--- src/rtl/seqmpy_accum.sv ---
// seqmpy_accum: iterative signed multiplier, radix-4 (two multiplier bits per cycle).
// The operands are converted to sign/magnitude when they are accepted. The
// magnitude of i_a is then consumed two bits per cycle. Each cycle forms a
// 2 x IBW partial product, shifts it and adds it into an unsigned accumulator.
// The sign is applied once, in the FIX cycle.
//
// Ports:
//   i_clk      clock, all state on the rising edge
//   i_reset_n  asynchronous active-low reset
//   i_ce       clock enable; when low every register holds
//   i_start    request; accepted only in IDLE with i_ce high
//   i_a        signed multiplier (IAW bits), captured with i_start
//   i_b        signed multiplicand (IBW bits), captured with i_start
//   o_busy     high while a product is in progress
//   o_done     one enabled-cycle pulse when o_p is updated
//   o_p        signed product (IAW+IBW bits), held until the next o_done
//
// state  | meaning
// S_IDLE | waiting for i_start, o_busy low
// S_RUN  | accumulating digit k = 0..N-1
// S_FIX  | apply sign, load o_p, pulse o_done
module seqmpy_accum #(
    parameter int IAW = 16,
    parameter int IBW = 16
) (
    input  logic               i_clk,
    input  logic               i_reset_n,
    input  logic               i_ce,
    input  logic               i_start,
    input  logic [IAW-1:0]     i_a,
    input  logic [IBW-1:0]     i_b,
    output logic               o_busy,
    output logic               o_done,
    output logic [IAW+IBW-1:0] o_p
);
    localparam int N  = IAW / 2;
    localparam int PW = IAW + IBW;
    localparam int KW = (N > 1) ? $clog2(N) : 1;
    localparam logic [KW-1:0] K_LAST = KW'(N - 1);

    typedef enum logic [1:0] {
        S_IDLE = 2'd0,
        S_RUN  = 2'd1,
        S_FIX  = 2'd2
    } state_t;

    state_t          state;
    logic [IAW-1:0]  a_sh;     // |a|, shifted right two bits per digit
    logic [IBW-1:0]  mag_b;
    logic            neg;
    logic [PW-1:0]   acc;
    logic [KW-1:0]   k;

    logic [IAW-1:0]  abs_a;
    logic [IBW-1:0]  abs_b;
    logic [IBW+1:0]  pp;
    logic [PW-1:0]   pp_sh;

    // The most negative input maps to 2^(W-1). That value still fits
    // unsigned in W bits, so no extra bit is needed here.
    assign abs_a = i_a[IAW-1] ? (~i_a + 1'b1) : i_a;
    assign abs_b = i_b[IBW-1] ? (~i_b + 1'b1) : i_b;

    // The digit is at most 3, so the product fits exactly in IBW+2 bits.
    assign pp    = {{IBW{1'b0}}, a_sh[1:0]} * {2'b00, mag_b};
    assign pp_sh = {{(PW-IBW-2){1'b0}}, pp} << {k, 1'b0};

    always_ff @(posedge i_clk or negedge i_reset_n) begin
        if (!i_reset_n) begin
            state  <= S_IDLE;
            a_sh   <= '0;
            mag_b  <= '0;
            neg    <= 1'b0;
            acc    <= '0;
            k      <= '0;
            o_busy <= 1'b0;
            o_done <= 1'b0;
            o_p    <= '0;
        end else if (i_ce) begin
            o_done <= 1'b0;
            case (state)
                S_IDLE: begin
                    if (i_start) begin
                        a_sh   <= abs_a;
                        mag_b  <= abs_b;
                        neg    <= i_a[IAW-1] ^ i_b[IBW-1];
                        acc    <= '0;
                        k      <= '0;
                        o_busy <= 1'b1;
                        state  <= S_RUN;
                    end
                end
                S_RUN: begin
                    acc  <= acc + pp_sh;
                    a_sh <= a_sh >> 2;
                    k    <= k + 1'b1;
                    if (k == K_LAST) begin
                        state <= S_FIX;
                    end
                end
                S_FIX: begin
                    o_p    <= neg ? -acc : acc;
                    o_done <= 1'b1;
                    o_busy <= 1'b0;
                    state  <= S_IDLE;
                end
                default: begin
                    o_busy <= 1'b0;
                    state  <= S_IDLE;
                end
            endcase
        end
    end

endmodule

--- config.mk ---
export PLATFORM = sky130hd
export DESIGN_NAME = seqmpy_accum
export DESIGN_NICKNAME = d
export VERILOG_FILES = /design/src/rtl/seqmpy_accum.sv
export SDC_FILE = /design/constraint.sdc
export NUM_CORES = 1
export LEC_CHECK = 0
export ABC_AREA = 1
export BUFFER_PORTS_ARGS = -buffer_cell sky130_fd_sc_hd__buf_4
export CAP_MARGIN = 20
export CORE_MARGIN = 2
export CORE_UTILIZATION = 56
export DETAILED_ROUTE_END_ITERATION = 16
export GPL_TIMING_DRIVEN = 0
export PLACE_DENSITY = 0.78
export REMOVE_ABC_BUFFERS = 1
export SLEW_MARGIN = 20
export SYNTH_ARGS = -nofsm -noshare
export SYNTH_HDL_FRONTEND = slang
export SYNTH_SLANG_ARGS = --single-unit
--- constraint.sdc ---
create_clock -name i_clk -period 3.2 [get_ports i_clk]
set_input_delay 0.96 -clock i_clk [delete_from_list [all_inputs] [get_ports i_clk]]
set_output_delay 0.96 -clock i_clk [all_outputs]
set_load 0.02 [all_outputs]
# Word level (Yosys, flattened, before mapping)

Index checks and enable logic that the tools add are counted.

Bitwise gates (word level): 4
Equal/unequal tests: 5
Shift operators: 1
$add $sub $neg: 5
Muxes and demuxes: 15
Reductions and logical operators: 7
Multipliers: 1

Operators by type and width:

| kind                                                                  | count |
|---|---|
| 32-bit two-way mux                                                    | 2 |
| 32-bit one-hot mux with 2 select lines                                | 1 |
| 16-bit two-way mux                                                    | 3 |
| 16-bit by 1-bit adder with 16-bit output, second input constant       | 2 |
| 32-bit adder                                                          | 1 |
| 32-bit negation                                                       | 1 |
| 16-bit inverter                                                       | 2 |
| 16-bit one-hot mux with 2 select lines                                | 1 |
| 18-bit by 4-bit left shift with 32-bit output                         | 1 |
| 2-bit by 16-bit multiplier with 18-bit output                         | 1 |
| 3-bit AND reduction                                                   | 4 |
| 3-bit one-hot mux with 2 select lines                                 | 1 |
| 2-bit two-way mux                                                     | 2 |
| 2-bit != test, second input constant                                  | 2 |
| 2-bit one-hot mux with 2 select lines                                 | 1 |
| 3-bit by 1-bit adder with 3-bit output, second input constant         | 1 |
| 3-bit equality test, second input constant                            | 1 |
| 3-bit two-way mux                                                     | 1 |
| 2-bit by 1-bit equality test with 1-bit output, second input constant | 1 |
| 2-bit equality test, second input constant                            | 1 |
| 2-bit logical NOT                                                     | 1 |
| 1-bit two-way mux                                                     | 2 |
| 1-bit one-hot mux with 2 select lines                                 | 1 |
| 2-bit AND reduction                                                   | 1 |
| 3 further kinds                                                       | 3 |

Bits in registers: 104

# Longest topological paths before layout

Depth after elaboration: 5
Depth in mapped cells: 30

# Worst setup path before layout

Ideal clock, no wire load.

Kind: reg2reg
Start point: reg a_sh[0]
End point: reg acc[18]
Stages on the path, launching flop included: 28
Data arrival time: 3.480 ns
Path slack: -0.397 ns
Setup time: 0.117 ns
Path buffers: 1
Period minus slack after synthesis: 3.597 ns
Path through: dfrtp_1 clkbuf_1 nand2_1 inv_1 ha_1 inv_1 fa_1 inv_1 nand2_1 nand2_1 nand2_1 o21bai_1 nand2_1 nand2_1 nand2_1 nand3_1 nand3_1 nand3_1 o21ai_0 ha_1 a21o_1 a21boi_0 o21ai_0 inv_1 nand2_1 or2_2 nand3_1 nand2_1

Word-level cells in the longest chain between the ends: 4

Ends and longest elaborated chain:

| item                                          | line | text |
|---|---|---|
| from (decl)                                   | 48   | `logic [IAW-1:0] a_sh;` |
| from (signal assigned)                        | 84   | `a_sh <= abs_a;` |
| from (signal assigned)                        | 95   | `a_sh <= a_sh >> 2;` |
| 2-bit by 16-bit multiplier with 18-bit output | 65   | `assign pp = {{IBW{1'b0}}, a_sh[1:0]} * {2'b00, mag_b};` |
| 18-bit by 4-bit left shift with 32-bit output | 66   | `assign pp_sh = {{(PW-IBW-2){1'b0}}, pp} << {k, 1'b0};` |
| 32-bit adder                                  | 94   | `acc <= acc + pp_sh;` |
| 32-bit one-hot mux with 2 select lines        | 81   | `case (state)` |
| to (signal assigned)                          | 94   |  |
| to (decl)                                     | 51   | `logic [PW-1:0] acc;` |

Every way passes these cells.
A chain may end at the register's enable or synchronous reset.

# Worst setup path in the final report

Start point: reg a_sh[0]
End point: reg acc[24]

The elaborated chain is that of the path after synthesis.

==> out/metrics.cfg <==
[global_route]
antenna_found_initial = 0
grt_max_degree = 105
use_met2 = 0.527
grtUsageMet3 = 0.0338
grt.overflow.total = 0
grt_pass1_wl_um = 42500
busiest_layer = met2
track_usage = 0.300
grt_pass1_vias = 8972
grt_use_met1 = 0.372

[status]
status = finished, violations left
violations = negative setup slack

[synth]
synth.top_cells.by_area = dfrtp_1 28%, nand2_1 17%, ha_1 7.3%, nand3_1 6.2%, nor2_1 5.7%
synth_top_cell_area_share = 0.283
async_reset_ff_frac = 1.00
synth_area_um2 = 9200
synth_edf_count = 0
synth-main-ff-cell = dfrtp_1
synth_cell_type_count = 50
yosysTopAreaCell = dfrtp_1
synth_seq_area_share = 0.283
ys_ff_latch = 104
synthCells = 1407
synth.avg_cell_area_um2 = 6.54
yosys_warnings = 0

[clock_tree]
clk_pin_slew_ns = 0.07
cts_buffer_depth = 2
cts_hold_buffers = 0
numCtsBuffers = 9
cts_root_buf = clkbuf_16
cts.sinks = 104
clock_latency_ns = 0.36
htree_levels = 3
cts_tree = done

[cells_and_area]
final_layout_size_suffix_gt1_frac = 0.290
fin_util = 0.742
final_cell_area_um2 = 11800
nets = 1581
syn_to_final_growth_pct = 28.6
diodes = 0

[setup_path]
critPathKind = reg2reg
worst_setup_path_start_kind = flip-flop
cp-end-kind = flip-flop
critPathArrivalTime_ns = 3.93
cp.required_ns = 3.42
cp_max_fo = 4

[timing]
drv_slew = 0
hold_viol_final = 0
slew_headroom = 0.329
period_needed_ns = 3.72
skew_ns = 0.0104
setup_ws_ns = -0.516
setup_viol = 26
rsz0062_at_grt = yes
worstMarginPinSlew_ns = 1.00
fin_crit_sh = 1.16
fmax_ghz = 0.269

[die]
initial_utilization = 0.577
coreArea_um2 = 15900
die_x_um = 132
dieArea_um2 = 17500
row_count = 46
die_h_um = 132
ios = 70

[routing]
dr_total_vias = 9801
ant_nets = 0
wirelength_um = 27800
via_per_inst = 5.73
drc = 0
drt_pass1_iterations = 5
wl_per_cell_um = 16.3
drtIter0Drc = 755

[power_and_ir_drop]
vdd_drop_max_mv = 0.438
cellLeakagePower_nw = 5.79
p_per_area_nw_per_um2 = 960

[placed_design]
portBuffers = 69
preCtsSetupSlack_ns = -1.27
place_area_um2 = 9800
hpwl_um = 18800
gp_congestion = 0.935

[job]
cap_violations = 0

[min_path]
hp-class = reg2reg

==> sequential cells by signal, indices dropped and copies added, names as in the netlist <==
register / count
acc: 32
o_p: 32
a_sh: 16
mag_b: 16
k: 3
state: 2
neg: 1
o_busy: 1
o_done: 1
==> worst max-delay path, stage by stage (launching register included) <==
cell	delay, ns
dfrtp_2	0.43
nand2_2	0.07
inv_2	0.07
ha_4	0.13
inv_2	0.04
fa_2	0.39
inv_2	0.07
nand2_2	0.05
nand2_2	0.10
nand2_4	0.08
o21bai_4	0.19
nand3_2	0.12
nand2_2	0.09
nand2_2	0.06
nand3_2	0.08
nand3_2	0.11
nand3_2	0.10
nand2_2	0.09
ha_4	0.31
nand2_1	0.10
nor2_2	0.16
inv_2	0.08
nor3_2	0.14
nand3_1	0.11
nand3_2	0.11
a21oi_2	0.07
o21ai_1	0.11
o21ai_1	0.08
==> synth_stat cells (3+ instances only) <==
master and count:
nand2_1 423, nor2_1 140, inv_1 135, nand3_1 114
dfrtp_1 104, o21ai_0 88, a21oi_1 78, ha_1 54
xor2_1 44, o21ai_1 29, nor3_1 19, buf_2 17
clkbuf_1 15, nand4_1 12, a31oi_1 11, or2_2 9
a21o_1 8, inv_2 8, xnor2_1 8, nand3b_1 7
o21bai_1 7, o22ai_1 7, o211ai_1 6, o21ai_2 6
o21a_1 5, buf_1 4, nor2_2 4, nor4_1 4
o31ai_1 4, a22oi_1 3, nand3_2 3, nor2_4 3
or2_1 3
==> power by group <==
| group | total [mW] | switching, mW | internal (mW) |
|---|---|---|---|
| logic | 7.74 | 4.69 | 3.05 |
| registers | 2.46 | 0.657 | 1.80 |
| clock network | 1.15 | 0.543 | 0.609 |
| total | 11.3 | 5.89 | 5.46 |
==> layer usage <==
metal	wire, um	vias up	part of all wire
li1	-	4786	-
met1	11400	4595	0.41
met2	13900	334	0.50
met3	1500	86	0.054
met4	1110	0	0.040
met5	0	-	0
==> logic make-up after synthesis <==
| family | count (synthesis) | synth area share |
|---|---|---|
| simple gates | 751 | 0.350 |
| compound gates | 259 | 0.159 |
| buf+inv | 185 | 0.0805 |
| flops | 104 | 0.283 |
| fa+ha+maj | 56 | 0.0778 |
| xor+xnor | 52 | 0.0495 |
==> path summary, 6_finish.rpt <==
kind / startpoint / cells after the start / end / slack [ns]
max in group asynchronous: i_reset_n / 1 / k[2] / 1.78
min in group asynchronous: i_reset_n / 1 / o_p[4] / 0.71
worst max register to register: a_sh[0] / 27 / acc[24] / -0.52
worst min register to register: a_sh[12] / 2 / a_sh[12] / 0.48
worst min-delay path: a_sh[12] / 2 / a_sh[12] / 0.48
worst max-delay path: a_sh[0] / 27 / acc[24] / -0.52
==> stage by stage <==
stage	power, mW	hold slack, ns	instances	TNS, ns
2_1_floorplan	6.18	0.444	1367	-6.74
3_3_place_gp	7.60	0.458	1652	-23.63
3_5_place_dp	7.70	0.461	1652	-26.14
4_1_cts	9.78	0.481	1689	-9.81
5_1_grt	12.2	0.512	1709	-13.90
6_report	11.3	0.482	1709	-9.49
==> layout by cell type, fill, tap and decap left out, types with 8 or more instances in the layout <==
cell / count
o21ai_2: 18
inv_2: 20
clkbuf_16: 9
xor2_1: 40
inv_1: 121
a21oi_2: 28
nand4_1: 12
nand2_2: 51
nand2_1: 359
or2_2: 8
nor2_2: 26
xnor2_1: 8
ha_1: 18
nor2_4: 13
nand2_4: 13
o21ai_1: 40
a21o_1: 8
nand3_2: 40
nor2_1: 108
a21oi_1: 43
buf_4: 103
ha_4: 29
nand3_1: 77
a31oi_1: 11
a21oi_4: 8
dfrtp_1: 99
nor3_1: 11
o21ai_0: 61
==> cell type report <==
cell class / instances / area, um2
Inverter: 145 / 554
Sequential cell: 104 / 2610
Clock buffer: 9 / 225
Tap cell: 216 / 270
Timing Repair Buffer: 109 / 841
Fill cell: 1311 / 4120
Multi-Input combinational cell: 1118 / 7240
Timing Repair inverter: 2 / 15.0
Clock inverter: 6 / 70.1
==> repair_timing <==
item	in CTS	in global routing
pin swaps	40	94
buffers inserted	22	18
gates resized for setup	136	215
cloned	0	2
setup endpoints to repair	27	27
Note: power is estimated with default switching activity, not from simulation.
